File: src/rtl/matrix_unloader_if.sv
// Stream-side bundle for matrix_unloader: snapshot inputs, element stream and status pulses.
// slave is the unloader's view; master is the view of whatever drives it.
interface matrix_unloader_if #(
  parameter int DW    = 16,
  parameter int MAXD  = 4,
  parameter int FLATW = DW * MAXD * MAXD
);
  localparam int AW = $clog2(MAXD);

  logic [FLATW-1:0] res_mat;
  logic [3:0]       r1;
  logic [3:0]       c2;
  logic             start;
  logic             out_ready;
  logic             out_valid;
  logic [DW-1:0]    out_data;
  logic [AW-1:0]    out_row;
  logic [AW-1:0]    out_col;
  logic             out_last;
  logic             busy;
  logic             done;
  logic             err;

  modport slave (
    input  res_mat, r1, c2, start, out_ready,
    output out_valid, out_data, out_row, out_col, out_last, busy, done, err
  );

  modport master (
    output res_mat, r1, c2, start, out_ready,
    input  out_valid, out_data, out_row, out_col, out_last, busy, done, err
  );
endinterface

File: src/rtl/matrix_unloader.sv
// Snapshots a flat result matrix on start and streams it out one element per
// valid/ready handshake in row-major order, with row/col tags and a last flag.
module matrix_unloader #(
  parameter int DW    = 16,
  parameter int MAXD  = 4,
  parameter int FLATW = DW * MAXD * MAXD
) (
  input  logic             clk_i,
  input  logic             rst_ni,
  matrix_unloader_if.slave bus
);
  localparam int NE = MAXD * MAXD;
  localparam int AW = $clog2(MAXD);
  localparam int IW = $clog2(NE);
  localparam int NW = $clog2(NE + 1);

  typedef enum logic [1:0] {S_IDLE, S_STREAM, S_DONE} state_t;

  state_t           state_q, state_d;
  logic [FLATW-1:0] shadow_q, shadow_d;
  logic [3:0]       c2_q, c2_d;
  logic [NW-1:0]    n_q, n_d;
  logic [IW-1:0]    idx_q, idx_d;
  logic [AW-1:0]    row_q, row_d;
  logic [AW-1:0]    col_q, col_d;
  logic             err_q, err_d;

  logic             dims_ok;
  logic [NW-1:0]    n_new;
  logic             last_elem;
  logic             stream;

  assign dims_ok   = (bus.r1 != 4'd0) && (bus.r1 <= 4'(MAXD)) &&
                     (bus.c2 != 4'd0) && (bus.c2 <= 4'(MAXD));
  assign n_new     = NW'(bus.r1) * NW'(bus.c2);
  assign last_elem = (NW'(idx_q) == n_q - NW'(1));
  assign stream    = (state_q == S_STREAM);

  always_comb begin
    state_d  = state_q;
    shadow_d = shadow_q;
    c2_d     = c2_q;
    n_d      = n_q;
    idx_d    = idx_q;
    row_d    = row_q;
    col_d    = col_q;
    err_d    = 1'b0;
    unique case (state_q)
      S_IDLE: begin
        if (bus.start) begin
          if (dims_ok) begin
            // Left-justify so element 0 always sits in the top DW bits.
            shadow_d = bus.res_mat << (DW * (NE - int'(n_new)));
            c2_d     = bus.c2;
            n_d      = n_new;
            idx_d    = '0;
            row_d    = '0;
            col_d    = '0;
            state_d  = S_STREAM;
          end else begin
            err_d = 1'b1;
          end
        end
      end
      S_STREAM: begin
        if (bus.out_ready) begin
          shadow_d = shadow_q << DW;
          idx_d    = idx_q + IW'(1);
          if (4'(col_q) == c2_q - 4'd1) begin
            col_d = '0;
            row_d = row_q + AW'(1);
          end else begin
            col_d = col_q + AW'(1);
          end
          if (last_elem) state_d = S_DONE;
        end
      end
      S_DONE:  state_d = S_IDLE;
      default: state_d = S_IDLE;
    endcase
  end

  always_comb begin
    bus.out_valid = stream;
    bus.out_data  = stream ? shadow_q[FLATW-1 -: DW] : '0;
    bus.out_row   = stream ? row_q : '0;
    bus.out_col   = stream ? col_q : '0;
    bus.out_last  = stream && last_elem;
    bus.busy      = stream;
    bus.done      = (state_q == S_DONE);
    bus.err       = err_q;
  end

  always_ff @(posedge clk_i or negedge rst_ni) begin
    if (!rst_ni) begin
      state_q  <= S_IDLE;
      shadow_q <= '0;
      c2_q     <= '0;
      n_q      <= '0;
      idx_q    <= '0;
      row_q    <= '0;
      col_q    <= '0;
      err_q    <= 1'b0;
    end else begin
      state_q  <= state_d;
      shadow_q <= shadow_d;
      c2_q     <= c2_d;
      n_q      <= n_d;
      idx_q    <= idx_d;
      row_q    <= row_d;
      col_q    <= col_d;
      err_q    <= err_d;
    end
  end
endmodule

File: src/flat_wrapper.sv
// flat-port wrapper written by rule: the top's interface ports become plain ports
module matrix_unloader_flat 
#(
  parameter int DW    = 16,
  parameter int MAXD  = 4,
  parameter int FLATW = DW * MAXD * MAXD
)
  (clk_i, rst_ni, bus_res_mat, bus_r1, bus_c2, bus_start, bus_out_ready, bus_out_valid, bus_out_data, bus_out_row, bus_out_col, bus_out_last, bus_busy, bus_done, bus_err);
  matrix_unloader_if #(.DW(DW), .MAXD(MAXD), .FLATW(FLATW)) bus_i ();
  input  logic clk_i;
  input  logic rst_ni;
  input wire logic [$bits(bus_i.res_mat)-1:0] bus_res_mat;
  input wire logic [$bits(bus_i.r1)-1:0] bus_r1;
  input wire logic [$bits(bus_i.c2)-1:0] bus_c2;
  input wire logic [$bits(bus_i.start)-1:0] bus_start;
  input wire logic [$bits(bus_i.out_ready)-1:0] bus_out_ready;
  output wire logic [$bits(bus_i.out_valid)-1:0] bus_out_valid;
  output wire logic [$bits(bus_i.out_data)-1:0] bus_out_data;
  output wire logic [$bits(bus_i.out_row)-1:0] bus_out_row;
  output wire logic [$bits(bus_i.out_col)-1:0] bus_out_col;
  output wire logic [$bits(bus_i.out_last)-1:0] bus_out_last;
  output wire logic [$bits(bus_i.busy)-1:0] bus_busy;
  output wire logic [$bits(bus_i.done)-1:0] bus_done;
  output wire logic [$bits(bus_i.err)-1:0] bus_err;
  assign bus_i.res_mat = bus_res_mat;
  assign bus_i.r1 = bus_r1;
  assign bus_i.c2 = bus_c2;
  assign bus_i.start = bus_start;
  assign bus_i.out_ready = bus_out_ready;
  assign bus_out_valid = bus_i.out_valid;
  assign bus_out_data = bus_i.out_data;
  assign bus_out_row = bus_i.out_row;
  assign bus_out_col = bus_i.out_col;
  assign bus_out_last = bus_i.out_last;
  assign bus_busy = bus_i.busy;
  assign bus_done = bus_i.done;
  assign bus_err = bus_i.err;
  matrix_unloader #(.DW(DW), .MAXD(MAXD), .FLATW(FLATW)) u_core (.clk_i(clk_i), .rst_ni(rst_ni), .bus(bus_i));
endmodule
File: config.mk
export PLATFORM = sky130hd
export DESIGN_NAME = matrix_unloader_flat
export DESIGN_NICKNAME = d
export VERILOG_FILES = /design/src/rtl/matrix_unloader_if.sv /design/src/rtl/matrix_unloader.sv /design/src/flat_wrapper.sv
export SDC_FILE = /design/constraint.sdc
export NUM_CORES = 1
export LEC_CHECK = 0
export CAP_MARGIN = 30
export CORE_UTILIZATION = 35
export CTS_BUF_LIST = sky130_fd_sc_hd__clkbuf_8
export CTS_CLUSTER_SIZE = 30
export DETAILED_ROUTE_END_ITERATION = 6
export MAX_ROUTING_LAYER = met4
export PLACE_DENSITY = 0.64
export SETUP_SLACK_MARGIN = 0.3
export SYNTH_ARGS = -nofsm -noshare
export SYNTH_HDL_FRONTEND = slang
export SYNTH_SLANG_ARGS = --single-unit
File: constraint.sdc
create_clock -name clk_i -period 3.05 [get_ports clk_i]
set_input_delay 0.61 -clock clk_i [delete_from_list [all_inputs] [get_ports clk_i]]
set_output_delay 0.61 -clock clk_i [all_outputs]
set_load 0.005 [all_outputs]
==> run metrics <==
result of the run=complete, but fails checks; violated checks=DRC, setup timing; Starting DRT DRC Count=3360; residual overflow from global routing=0; commonest non-fill, non-tap cells in the layout=nand2_1, buf_4, dfrtp_1, nor2_1, clkdlybuf4s50_1; FILL cells=5445; Post-synth ARST share=1.00; maximum frequency from static timing analysis=266 MHz; number of nets produced by synthesis=between 2000 and 3000; combined flip-flop and latch cell area=6910 µm²; Static Leak=about 14 nW; Max Clock Skew=between 0.015 and 0.02 ns; number of antenna violations at the first check in global routing=19; setup violators final=256; aggregate negative setup slack=-137.18 ns; detailed-route wire length per cell=27.7 µm; Min-Delay Path Class=in2reg; post-route DRC violation count=4; vertical die dimension=255 µm; wire length of the first global-routing pass=approximately 160 mm; leading register cell type out of synthesis=dfrtp_1; total power divided by cell area=499 nW/µm²; count of buffers from port buffering=292; die area=65100 µm²; startpoint types=input port; Distinct cells, synth=between 70 and 80; nets=3312; final standard cell utilization of the core=0.533; critical path start-end classification=in2reg; minimum period implied by the final worst setup slack=around 3.8 ns; instance count along the most critical hold path=3; maximum buffer depth of the clock tree=3; Std-Cell Core Area=63200 µm²; count of max-cap constraint violations=0; delay-heaviest family, CP=adder cells; die outline width=~260 µm; IO Pins=293; num rows=92; unrepaired setup endpoints after global routing=true; depth of the most critical reg-to-reg path=13; proportion of power drawn by the clock network=0.236; number of register bits inferred by synthesis=about 280; cell type of the slowest stage on the worst timing path=fa_1; Clock Root Buffer=clkbuf_8; worst-skew pair later-pin latency=roughly 0.66 ns; Switching Power=0.00655 W; Seq pwr share=0.275; Max Transition Viols Final=0; starting density of the core=0.355; number of global-route vias before repair=24500; Sink Count=~280; data arrival at the endpoint of the critical path=4.37 ns; fraction of final layout cells with drive strength greater than 1=0.336; P_int=roughly 0.010 W; switching part of the total power=0.389; Routability Congestion=between 0.9 and 1; delay contributed by the slowest stage of the critical path=0.55 ns; mean post-synth cell area=a little over 9 µm²; DR vias=roughly 25000; Mapped Area=22400 µm²; largest net degree at the start of global routing=148; actual transition at the worst max-transition pin=0.975 ns; proportion of synthesized chip area in sequential cells=0.308; Critical Path Stages=15; Detailed Route WL=roughly 110 mm; number of warnings issued by yosys=0; largest fanout on the critical path=5; all-layer global routing usage=0.333; CP Cell Sequence=buf_8 -> nand2_4 -> fa_1 -> inv_2 -> fa_1 -> inv_1 -> fa_2 -> and3b_2 -> xnor3_2 -> or3_4 -> buf_12 -> buf_16 -> buf_6 -> o211ai_1 -> o21a_1; Via density=approximately 6.4; Synth Instances=2452; HPWL after DPL=76.1 mm; worst hold margin=about 0.37 ns; Final Cycle Share=1.23; area of combinational cells with multiple inputs=16100 µm²; most prevalent standard cell on the critical path=fa_1; number of H-tree branching levels=2; DR pass1 iterations=7; TritonCTS Buffers=50; category of the worst setup path capture point=register; Crit path buffers/inverters=6; worst path setup slack after routing=-0.712 ns; CTS clock-pin slew for the worst setup and hold paths=0.07 ns; Peak supply drop=roughly 0.32 mV; clock tree from TritonCTS=done; Combinational Power Share=0.488; post-layout power=0.0168 W; Detail Route Antenna Nets=0; most common cell after layout, fill and taps aside=nand2_1; final number of hold-violating endpoints=0; Area growth syn-to-layout=50.1%; normalized max-slew margin=0.350; WP data required=approximately 3.7 ns; number of enable flip-flop cells after synthesis=0
==> layer usage <==
metal  GRT usage  vias to the layer above  wire length, µm
met4       0.138                        0             4630
li1            -                    10500                -
met2       0.506                     1802            49600
met5           -                        -                0
met3      0.0682                      320            12800
met1       0.432                    12500            42000
==> metrics by stage <==
stage	instance area, µm²	std cells	worst slack (ns)
floorplan	22500	2452	-1.39
global placement	29300	3733	-1.87
detailed placement	29300	3734	-1.97
CTS	31700	3868	-0.757
global route	33700	3935	-0.742
finish	33700	3938	-0.712
==> worst paths after layout <==
| check | start | endpoint | slack, ns |
|---|---|---|---|
| worst max-delay path | bus_r1[1] | u_core.shadow_q[92] | -0.71 |
| worst min-delay path | bus_c2[2] | u_core.c2_q[2] | 0.37 |
| worst max register to register | u_core.state_q[0] | u_core.shadow_q[152] | 0.30 |
| worst min register to register | u_core.shadow_q[68] | u_core.shadow_q[68] | 0.49 |
| max in group asynchronous | rst_ni | u_core.shadow_q[205] | 1.71 |
| min in group asynchronous | rst_ni | u_core.shadow_q[91] | 0.44 |
==> cell families (layout without fill, tap and decap cells) <==
group,Yosys count,count (layout),share of synthesized area
AOI/OAI and AO/OA,741,741,0.224
xor gates and xnor gates,25,25,0.0118
adders and majority gates,11,11,0.00714
buffers and inverters,281,902,0.0521
DFF,276,276,0.308
muxes,359,359,0.254
other,0,19,0
and+or+nand+nor,759,759,0.143
==> layout make-up <==
cell class,count,area share
diodes,19,0.00141
well taps,846,0.0314
inverters,26,0.00327
clock inverters,26,0.00572
flip-flops and latches,276,0.205
repair buffers,784,0.248
clock buffers,66,0.0270
multi-input cells,1895,0.478
==> registers in the layout (all words and copies together), names as in the netlist <==
register,count
u_core.n_q,5
u_core.bus.err,1
u_core.col_q,2
u_core.row_q,2
u_core.shadow_q,256
u_core.state_q,2
u_core.c2_q,4
u_core.idx_q,4
==> worst register-to-register path, cell delays in order (launching register included) <==
cell and delay (ns):
dfrtp_4 0.49, nand2b_4 0.09, clkinvlp_4 0.15, buf_4 0.18, buf_8 0.12, buf_4 0.13
buf_4 0.13, and2_0 0.18, a41o_4 0.36, buf_12 0.22, buf_12 0.17, buf_12 0.16
o32ai_1 0.15, nor2_1 0.09
==> synthesized netlist by cell type (all sizes together) (26+ instances only) <==
| cell type | n | area share |
|---|---|---|
| a22oi | 40 | 0.013 |
| nand2 | 344 | 0.058 |
| clkbuf | 167 | 0.028 |
| a211oi | 34 | 0.011 |
| a2bb2oi | 38 | 0.015 |
| mux2i | 181 | 0.081 |
| mux4 | 168 | 0.17 |
| nor2 | 272 | 0.046 |
| dfrtp | 276 | 0.31 |
| inv | 26 | 0.0043 |
| buf | 88 | 0.020 |
| a31oi | 28 | 0.0078 |
| a21oi | 239 | 0.053 |
| and2 | 48 | 0.013 |
| o21ai | 84 | 0.019 |
| a22o | 32 | 0.012 |
| a221oi | 86 | 0.034 |
==> power groups by stage <==
stage	combinational, W	sequential (W)	clock, W
5_1_grt	0.00859	0.00467	0.00418
6_report	0.00821	0.00463	0.00397
3_5_place_dp	0.00722	0.00461	0
2_1_floorplan	0.00376	0.00448	0
3_3_place_gp	0.00713	0.00461	0
4_1_cts	0.00751	0.00457	0.00399
==> what timing repair did <==
| action | in CTS | in global routing |
|---|---|---|
| cloned | 13 | 7 |
| setup buffers | 28 | 44 |
| pin swaps | 77 | 192 |
| setup endpoints to repair | 280 | 280 |
| gates resized for setup | 188 | 312 |
| hold buffers | 1 | 0 |
| endpoints found under the hold margin | 43 | 0 |
(Power assumes the default switching activity.)
